**config.mk**
```make
export PLATFORM = sky130hd
export DESIGN_NAME = dac_parallel_delay_line
export DESIGN_NICKNAME = d
export VERILOG_FILES = /design/src/rtl/dac_parallel_delay_line.sv
export SDC_FILE = /design/constraint.sdc
export NUM_CORES = 1
export LEC_CHECK = 0
export CAP_MARGIN = 25
export CORE_MARGIN = 4
export CORE_UTILIZATION = 40
export DETAILED_ROUTE_END_ITERATION = 10
export SYNTH_ARGS = -nofsm -noshare
export SYNTH_HDL_FRONTEND = slang
export SYNTH_SLANG_ARGS = --single-unit
export TNS_END_PERCENT = 30
```
**constraint.sdc**
```tcl
create_clock -name clk -period 4.35 [get_ports clk]
set_input_delay 0.87 -clock clk [delete_from_list [all_inputs] [get_ports clk]]
set_output_delay 0.87 -clock clk [all_outputs]
set_load 0.02 [all_outputs]
```
**src/rtl/dac_parallel_delay_line.sv**
```systemverilog
// Frame-aligned programmable delay line feeding the DAC parallel port; latency is delay_active cycles (1..MAX_DELAY).
// No backpressure: hold freezes the whole pipe and discards input, and starved tap cycles are counted.
module dac_parallel_delay_line #(
    parameter int WIDTH     = 30,
    parameter int FRAME_BIT = 29,
    parameter int MAX_DELAY = 8,
    parameter int DSEL_W    = 4,
    parameter int CNT_W     = 16
) (
    input  logic              clk,
    input  logic              reset_n,
    input  logic [WIDTH-1:0]  parallel_in,
    input  logic              in_valid,
    input  logic              hold,
    input  logic [DSEL_W-1:0] delay_sel,
    input  logic              delay_load,
    input  logic              count_clear,
    output logic [WIDTH-1:0]  parallel_out,
    output logic              out_valid,
    output logic [DSEL_W-1:0] delay_active,
    output logic              delay_pending,
    output logic [CNT_W-1:0]  underflow_count
);

    typedef struct packed {
        logic             vld;
        logic [WIDTH-1:0] dat;
    } stage_t;

    stage_t [MAX_DELAY:1] stage_q, stage_d;
    stage_t               tap;

    logic [DSEL_W-1:0] delay_active_q, delay_active_d;
    logic [DSEL_W-1:0] delay_pend_val_q, delay_pend_val_d;
    logic              delay_pending_q, delay_pending_d;
    logic [CNT_W-1:0]  underflow_count_q, underflow_count_d;
    logic              running_q, running_d;
    logic              switch_evt;

    function automatic logic [DSEL_W-1:0] clamp_sel(input logic [DSEL_W-1:0] sel);
        if (sel == '0) begin
            return DSEL_W'(1);
        end
        if (sel > DSEL_W'(MAX_DELAY)) begin
            return DSEL_W'(MAX_DELAY);
        end
        return sel;
    endfunction

    // Tap mux reads only stage flops, so outputs carry no input-to-output path.
    always_comb begin
        tap = '0;
        for (int k = 1; k <= MAX_DELAY; k++) begin
            if (delay_active_q == DSEL_W'(k)) begin
                tap = stage_q[k];
            end
        end
    end

    always_comb begin
        stage_d = stage_q;
        if (!hold) begin
            stage_d[1] = {in_valid, parallel_in};
            for (int k = 2; k <= MAX_DELAY; k++) begin
                stage_d[k] = stage_q[k-1];
            end
        end
    end

    assign switch_evt = delay_pending_q & ~hold & in_valid & parallel_in[FRAME_BIT];

    // A load on the switch edge re-arms pending with the new value after the old one is applied.
    always_comb begin
        delay_active_d   = delay_active_q;
        delay_pend_val_d = delay_pend_val_q;
        delay_pending_d  = delay_pending_q;
        if (switch_evt) begin
            delay_active_d  = delay_pend_val_q;
            delay_pending_d = 1'b0;
        end
        if (delay_load) begin
            delay_pend_val_d = clamp_sel(delay_sel);
            delay_pending_d  = 1'b1;
        end
    end

    always_comb begin
        underflow_count_d = underflow_count_q;
        running_d         = running_q;
        if (count_clear) begin
            underflow_count_d = '0;
            running_d         = 1'b0;
        end else if (!hold) begin
            if (tap.vld) begin
                running_d = 1'b1;
            end else if (running_q && (underflow_count_q != '1)) begin
                underflow_count_d = underflow_count_q + CNT_W'(1);
            end
        end
    end

    always_ff @(posedge clk) begin
        if (!reset_n) begin
            stage_q           <= '0;
            delay_active_q    <= DSEL_W'(1);
            delay_pend_val_q  <= DSEL_W'(1);
            delay_pending_q   <= 1'b0;
            underflow_count_q <= '0;
            running_q         <= 1'b0;
        end else begin
            stage_q           <= stage_d;
            delay_active_q    <= delay_active_d;
            delay_pend_val_q  <= delay_pend_val_d;
            delay_pending_q   <= delay_pending_d;
            underflow_count_q <= underflow_count_d;
            running_q         <= running_d;
        end
    end

    assign parallel_out    = tap.vld ? tap.dat : '0;
    assign out_valid       = tap.vld;
    assign delay_active    = delay_active_q;
    assign delay_pending   = delay_pending_q;
    assign underflow_count = underflow_count_q;

endmodule

```
==> results of run 1 <==
-- cell families after synthesis --
kind of cell / after synthesis / synth area share, %
and+or+nand+nor: 410 / 19.6
DFF: 274 / 44.3
muxes: 262 / 21.3
AOI/OAI and AO/OA: 220 / 11.3
buffers and inverters: 105 / 3.38
adders and majority gates: 1 / 0.101
-- stage by stage --
step                setup slack [ns]  hold WS (ns)
finish                         0.179         0.461
global route                  0.0198         0.486
CTS                          -0.0158         0.462
detailed placement             0.477         0.447
global placement               0.566         0.446
floorplan                       1.05         0.433
-- cell usage in the layout (no fill, tap or decap), types with 10 or more instances in the layout --
master and instances:
sky130_fd_sc_hd__dfxtp_1 271, sky130_fd_sc_hd__nor2b_1 270, sky130_fd_sc_hd__mux2i_1 256, sky130_fd_sc_hd__clkdlybuf4s50_1 82
sky130_fd_sc_hd__a21oi_1 75, sky130_fd_sc_hd__o21ai_0 43, sky130_fd_sc_hd__nor2_1 37, sky130_fd_sc_hd__clkbuf_16 31
sky130_fd_sc_hd__buf_4 30, sky130_fd_sc_hd__a22oi_1 29, sky130_fd_sc_hd__nor3_1 19, sky130_fd_sc_hd__a31oi_1 17
sky130_fd_sc_hd__a221oi_1 15, sky130_fd_sc_hd__nand2_1 14, sky130_fd_sc_hd__o22ai_1 13, sky130_fd_sc_hd__or3_1 11
sky130_fd_sc_hd__a22o_1 10
-- critical path, stage by stage (launching register included) --
cell and delay (ns):
sky130_fd_sc_hd__dfxtp_4 0.54, sky130_fd_sc_hd__nor2b_1 0.08, sky130_fd_sc_hd__buf_4 0.17, sky130_fd_sc_hd__a221oi_1 0.28
sky130_fd_sc_hd__a21oi_1 0.23, sky130_fd_sc_hd__nor2_2 0.23, sky130_fd_sc_hd__buf_4 0.29, sky130_fd_sc_hd__a21oi_1 0.06
sky130_fd_sc_hd__nor3_1 0.19, sky130_fd_sc_hd__clkdlybuf4s50_1 0.65
-- power groups by stage --
| stage | clock (mW) | combinational [mW] | sequential (mW) |
|---|---|---|---|
| 3_3_place_gp | 0 | 0.368 | 2.64 |
| 3_5_place_dp | 0 | 0.370 | 2.64 |
| 6_report | 2.71 | 0.375 | 2.59 |
| 2_1_floorplan | 0 | 0.260 | 2.62 |
| 5_1_grt | 2.89 | 0.405 | 2.59 |
| 4_1_cts | 2.79 | 0.375 | 2.58 |
-- how the worst min path moves through the flow --
stage	start	end	slack [ns]	cells after the start
after detailed placement	running_q$_SDFFE_PP0P_	running_q$_SDFFE_PP0P_	0.45	1
after floorplan	running_q$_SDFFE_PP0P_	running_q$_SDFFE_PP0P_	0.43	1
after global routing	running_q$_SDFFE_PP0P_	running_q$_SDFFE_PP0P_	0.49	1
after CTS	running_q$_SDFFE_PP0P_	running_q$_SDFFE_PP0P_	0.46	1
after global placement	running_q$_SDFFE_PP0P_	running_q$_SDFFE_PP0P_	0.45	1
final	running_q$_SDFFE_PP0P_	running_q$_SDFFE_PP0P_	0.46	1
-- area by class of cell --
| type | instances | area share, % |
|---|---|---|
| multi-input combinational | 893 | 44.0 |
| sequential | 274 | 37.2 |
| timing repair buffer | 123 | 8.10 |
| clock buffer | 45 | 6.15 |
| tap | 396 | 3.36 |
| clock inverter | 12 | 1.08 |
| inverter | 3 | 0.0763 |
-- state kept, by name, indices dropped and copies added, names as in the netlist --
name              flops
delay_pending         1
running_q             1
stage_q             248
delay_pend_val_q      4
underflow_count      16
delay_active          4
-- layer usage --
| layer | track usage, % | vias to the layer above | wire length (µm) | share of wire, % |
|---|---|---|---|---|
| li1 | - | 4633 | - | - |
| met1 | 28.7 | 4351 | 16600 | 53 |
| met2 | 26.0 | 204 | 12700 | 41 |
| met3 | 3.19 | 29 | 1610 | 5.2 |
| met4 | 3.05 | 0 | 336 | 1.1 |
| met5 | 0 | - | 0 | 0 |
-- what timing repair did --
action                     CTS  global route
setup buffers                4             0
setup endpoints to repair    9            28
hold endpoints to repair     0             0
gates cloned                 0             0
pin swaps                    1             0
gates resized for setup      2            11
==> results.py, run 1 <==
metrics = {
    "grt": {
        "grtUsageTotal_pct": 18.1,
        "grt_overflow": 0,
        "maximum_number_of_pins_on_one_net_before_global_route_repair": 228,
        "grt_pass1_vias": 8826,
        "antenna_found_initial": 0,
        "grt_first_pass_wirelength_um": 50500,
    },
    "setup_path": {
        "r2r_start": "delay_active[0]$_SDFFE_PN1P_",
        "crit_path_end": "parallel_out[11]",
        "critical_path_arrival_ns": 3.30,
        "crit_path_start_kind": "register",
        "critical_r2r_capture": "underflow_count[14]$_SDFFE_PP0P_",
        "critical_path.startpoint": "delay_active[1]$_SDFFE_PN0P_",
        "worst_setup_path_end_kind": "primary output",
        "worst-r2r-cell-count": 7,
        "setup.worst_path.class": "register to primary output",
        "crit_path_max_fanout": 30,
        "slack_of_the_worst_reg_to_reg_path_ns": 1.47,
        "critPathRequiredTime_ns": 3.48,
    },
    "cts": {
        "path_clk_slew_ns": 0.06,
        "cts_max_path_buffers": 3,
        "cts_tree": "yes",
        "cts_num_sinks": 274,
        "clock_insertion_delay_worst_skew_ns": 0.55,
        "holdBufCountCts": 0,
        "inserted_clock_buffers": 31,
        "ctsRootBufferMaster": "sky130_fd_sc_hd__clkbuf_16",
        "cts-htree-levels": 1,
    },
    "logic_synthesis": {
        "yosys_warnings": 0,
        "synth.area.top_cells": "sky130_fd_sc_hd__dfxtp_1 44%, sky130_fd_sc_hd__mux2i_1 21%, sky130_fd_sc_hd__nor2b_1 14%",
        "post_synth_num_cell_types": 49,
        "nets_in_the_synthesized_netlist": 1313,
        "synth_most_common_cell": "sky130_fd_sc_hd__dfxtp_1",
        "post_synth_most_frequent_cells": "274 x sky130_fd_sc_hd__dfxtp_1, 270 x sky130_fd_sc_hd__nor2b_1, 256 x sky130_fd_sc_hd__mux2i_1",
        "post_synth_edffs": 0,
        "post_synth.cell_area_avg_um2": 9.72,
        "async_flop_share_pct": 0,
        "post_synthesis_cell_area_mm2": 0.0124,
        "yosys.area.top_type": "sky130_fd_sc_hd__dfxtp_1",
        "synth_top_cell_area_share_pct": 44.3,
        "synth_seq_area_share_pct": 44.3,
        "yosys_most_used_dff": "sky130_fd_sc_hd__dfxtp_1",
        "synthCells": 1272,
        "postSynthRegisterBits": 274,
    },
    "power": {
        "cell_internal_pwr_mw": 4.41,
        "power_density_mw_per_mm2": 384,
        "ir_worst_vdd_v": 0.000267,
        "fin_total_pwr_mw": 5.67,
        "pwr-share-comb_pct": 6.6,
        "sw_frac_of_total_pct": 22.2,
        "power.share.sequential_pct": 45.6,
        "clock_power_share_pct": 47.8,
        "leakage_nw": 5.71,
        "switching_power_mw": 1.26,
    },
    "detailed_routing": {
        "wl_um": 31200,
        "num_vias": 9217,
        "drt_pre_antenna_iters": 5,
        "detail_route.vias_per_cell": 5.28,
        "first_iter_violations": 729,
        "wl_per_cell_um": 17.9,
        "drc": 0,
        "route.antenna.remaining_nets": 0,
    },
    "finish": {
        "layout.cells.non_filler": 1746,
        "fin_util_pct": 48.4,
        "area.sequential_mm2": 0.00549,
        "final_area_mm2": 0.0148,
        "fill_count": 2868,
        "antenna-diode-count": 0,
        "post_synthesis_to_final_layout_area_growth_pct": 19.4,
        "combined_area_of_the_multi_input_logic_cells_mm2": 0.00650,
        "number_of_nets_in_the_finished_design": 1367,
        "final_layout_size_suffix_gt1_share_pct": 7.85,
    },
    "placement": {
        "quantity_of_i_o_buffers_inserted_on_ports": 91,
        "post-dp-hpwl_um": 20200,
        "globalplace.congestion": 0.810,
        "placed_inst_area_mm2": 0.0136,
        "place.detailed.instances": 1685,
    },
    "floorplanning": {
        "die-area_mm2": 0.0338,
        "num_rows": 64,
        "placeableCoreArea_mm2": 0.0305,
        "ios": 92,
        "start_util_pct": 40.5,
        "die-width_um": 184,
        "die_h_um": 184,
    },
    "timing": {
        "setup_violations": 0,
        "max_freq_mhz": 240,
        "slew_violations": 0,
        "max_slew.worst_pin.slew_ns": 1.21,
        "fin_skew_ns": 0.00661,
        "unrepaired_setup_endpoints_after_global_routing": "false",
        "timing.max_slew.rel_slack_pct": 19.6,
        "min_period_ns": 4.17,
        "final.period_utilization_pct": 95.9,
        "finalHoldViolCount": 0,
        "finalSetupTns_ns": 0,
    },
    "job": {
        "max_cap_violations": 0,
    },
    "worst_hold_path": {
        "timing.hold.worst.class": "register to register",
    },
    "outcome": {
        "run_status": "complete, no violations",
    },
}
Note: power is estimated with default switching activity, not from simulation.
==> inputs of run 2 (changes only) <==
- CORE_ASPECT_RATIO: default -> 1.2
==> results.py, run 2 (synthesis results as in run 1) <==
metrics = {
    "outcome": {
        "run_status": "complete, no violations",
    },
    "finish": {
        "mostFrequentLayoutCell": "sky130_fd_sc_hd__dfxtp_1",
        "antenna-diode-count": 0,
        "fin_util_pct": 48.0,
        "final_layout_size_suffix_gt1_share_pct": 7.42,
        "fill_count": 2886,
        "final_area_mm2": 0.0146,
        "regMostFlops": "stage_q",
        "number_of_nets_in_the_finished_design": 1368,
        "final_cell_mix": "271 x sky130_fd_sc_hd__dfxtp_1, 270 x sky130_fd_sc_hd__nor2b_1, 256 x sky130_fd_sc_hd__mux2i_1",
        "largest_register_ffs": 248,
        "layout.cells.non_filler": 1744,
        "post_synthesis_to_final_layout_area_growth_pct": 18.3,
    },
    "worst_hold_path": {
        "hold-path-endpoint": "running_q$_SDFFE_PP0P_",
        "hold_path_cells": 1,
        "worst_hold_startpoint": "running_q$_SDFFE_PP0P_",
        "timing.hold.worst.class": "register to register",
    },
    "timing": {
        "finalSetupTns_ns": 0,
        "setup_violations": 0,
        "fin_skew_ns": 0.00701,
        "slew_violations": 0,
        "max_slew.worst_pin.slew_ns": 1.28,
        "whs_ns": 0.462,
        "final.period_utilization_pct": 95.0,
        "min_period_ns": 4.13,
        "finalHoldViolCount": 0,
        "setup_slack_ns": 0.218,
        "timing.max_slew.rel_slack_pct": 14.5,
        "max_freq_mhz": 242,
        "unrepaired_setup_endpoints_after_global_routing": "false",
    },
    "detailed_routing": {
        "wl_um": 30300,
        "route.antenna.remaining_nets": 0,
        "drc": 0,
        "wl_per_cell_um": 17.4,
        "first_iter_violations": 634,
        "num_vias": 9141,
        "detail_route.vias_per_cell": 5.24,
        "drt_pre_antenna_iters": 7,
    },
    "placement": {
        "placed_inst_area_mm2": 0.0137,
        "detailedPlace.worstSlack_ns": 0.672,
        "globalplace.congestion": 0.785,
        "place.detailed.instances": 1691,
        "post-dp-hpwl_um": 20000,
        "quantity_of_i_o_buffers_inserted_on_ports": 91,
    },
    "setup_path": {
        "critPathRequiredTime_ns": 3.48,
        "worst-r2r-cell-count": 8,
        "crit_path_start_kind": "register",
        "crit_path_max_fanout": 25,
        "critical_path.startpoint": "delay_active[1]$_SDFFE_PN0P_",
        "worst_setup_path_end_kind": "primary output",
        "critical_path_arrival_ns": 3.26,
        "setup.worst_path.class": "register to primary output",
        "slack_of_the_worst_reg_to_reg_path_ns": 1.44,
        "r2r_start": "delay_active[1]$_SDFFE_PN0P_",
        "critical_r2r_capture": "underflow_count[8]$_SDFFE_PP0P_",
    },
    "floorplanning": {
        "ios": 92,
        "start_util_pct": 40.6,
        "die-width_um": 169,
        "die_h_um": 201,
        "num_rows": 70,
        "placeableCoreArea_mm2": 0.0305,
        "die-area_mm2": 0.0338,
    },
    "power": {
        "leakage_nw": 5.53,
        "power_density_mw_per_mm2": 371,
        "ir_worst_vdd_v": 0.000218,
        "fin_total_pwr_mw": 5.42,
    },
    "job": {
        "max_cap_violations": 0,
    },
    "cts": {
        "cts_max_path_buffers": 3,
        "cts_num_sinks": 274,
        "path_clk_slew_ns": 0.06,
        "cts_tree": "yes",
        "inserted_clock_buffers": 29,
        "clock_insertion_delay_worst_skew_ns": 0.54,
        "cts-htree-levels": 1,
        "ctsRootBufferMaster": "sky130_fd_sc_hd__clkbuf_16",
        "postCtsSetupRepairBufs": 0,
    },
    "grt": {
        "maximum_number_of_pins_on_one_net_before_global_route_repair": 157,
        "grt_pass1_vias": 8849,
        "antenna_found_initial": 0,
        "grt_overflow": 0,
        "grt_first_pass_wirelength_um": 48900,
        "grtUsageTotal_pct": 17.4,
    },
}
-- run 2: what timing repair did --
action                                  in CTS  in global routing
hold buffers                                 0                  0
hold endpoints to repair                     0                  0
resized for setup                            0                  2
endpoints found under the setup margin       0                  3
-- run 2: metal layers --
layer	up-vias	wire length (µm)	GRT usage, %
li1	4611	-	-
met1	4323	15600	26.2
met2	159	12800	26.0
met3	48	1270	2.48
met4	0	665	4.38
met5	-	0	0
-- run 2: worst max-delay path, cell delays in order (launching register included) --
cell and delay [ns]:
sky130_fd_sc_hd__dfxtp_2 0.61, sky130_fd_sc_hd__nand2b_1 0.21, sky130_fd_sc_hd__o221ai_1 0.21, sky130_fd_sc_hd__a21oi_1 0.18, sky130_fd_sc_hd__a2bb2oi_4 0.25, sky130_fd_sc_hd__nor4_1 0.55
sky130_fd_sc_hd__clkdlybuf4s50_1 0.71
-- run 2: how the worst max path moves through the flow --
stage / endpoint / slack (ns)
floorplan: parallel_out[12] / 1.05
global placement: parallel_out[2] / 0.75
detailed placement: parallel_out[2] / 0.67
CTS: parallel_out[2] / 0.08
global route: parallel_out[27] / 0.02
finish: parallel_out[2] / 0.22
-- run 2: cell type report --
type	count	area [µm²]	share of cell area (%)
well taps	396	495	3.39
flip-flops and latches	274	5490	37.5
clock buffers	45	866	5.92
clock inverters	7	96.3	0.658
repair buffers	126	1190	8.13
multi-input cells	893	6490	44.3
inverters	3	11.3	0.0769
-- run 2: report_power, final --
group          internal (mW)  switching [mW]
registers               2.55          0.0344
clock network           1.48           0.993
logic                  0.188           0.182
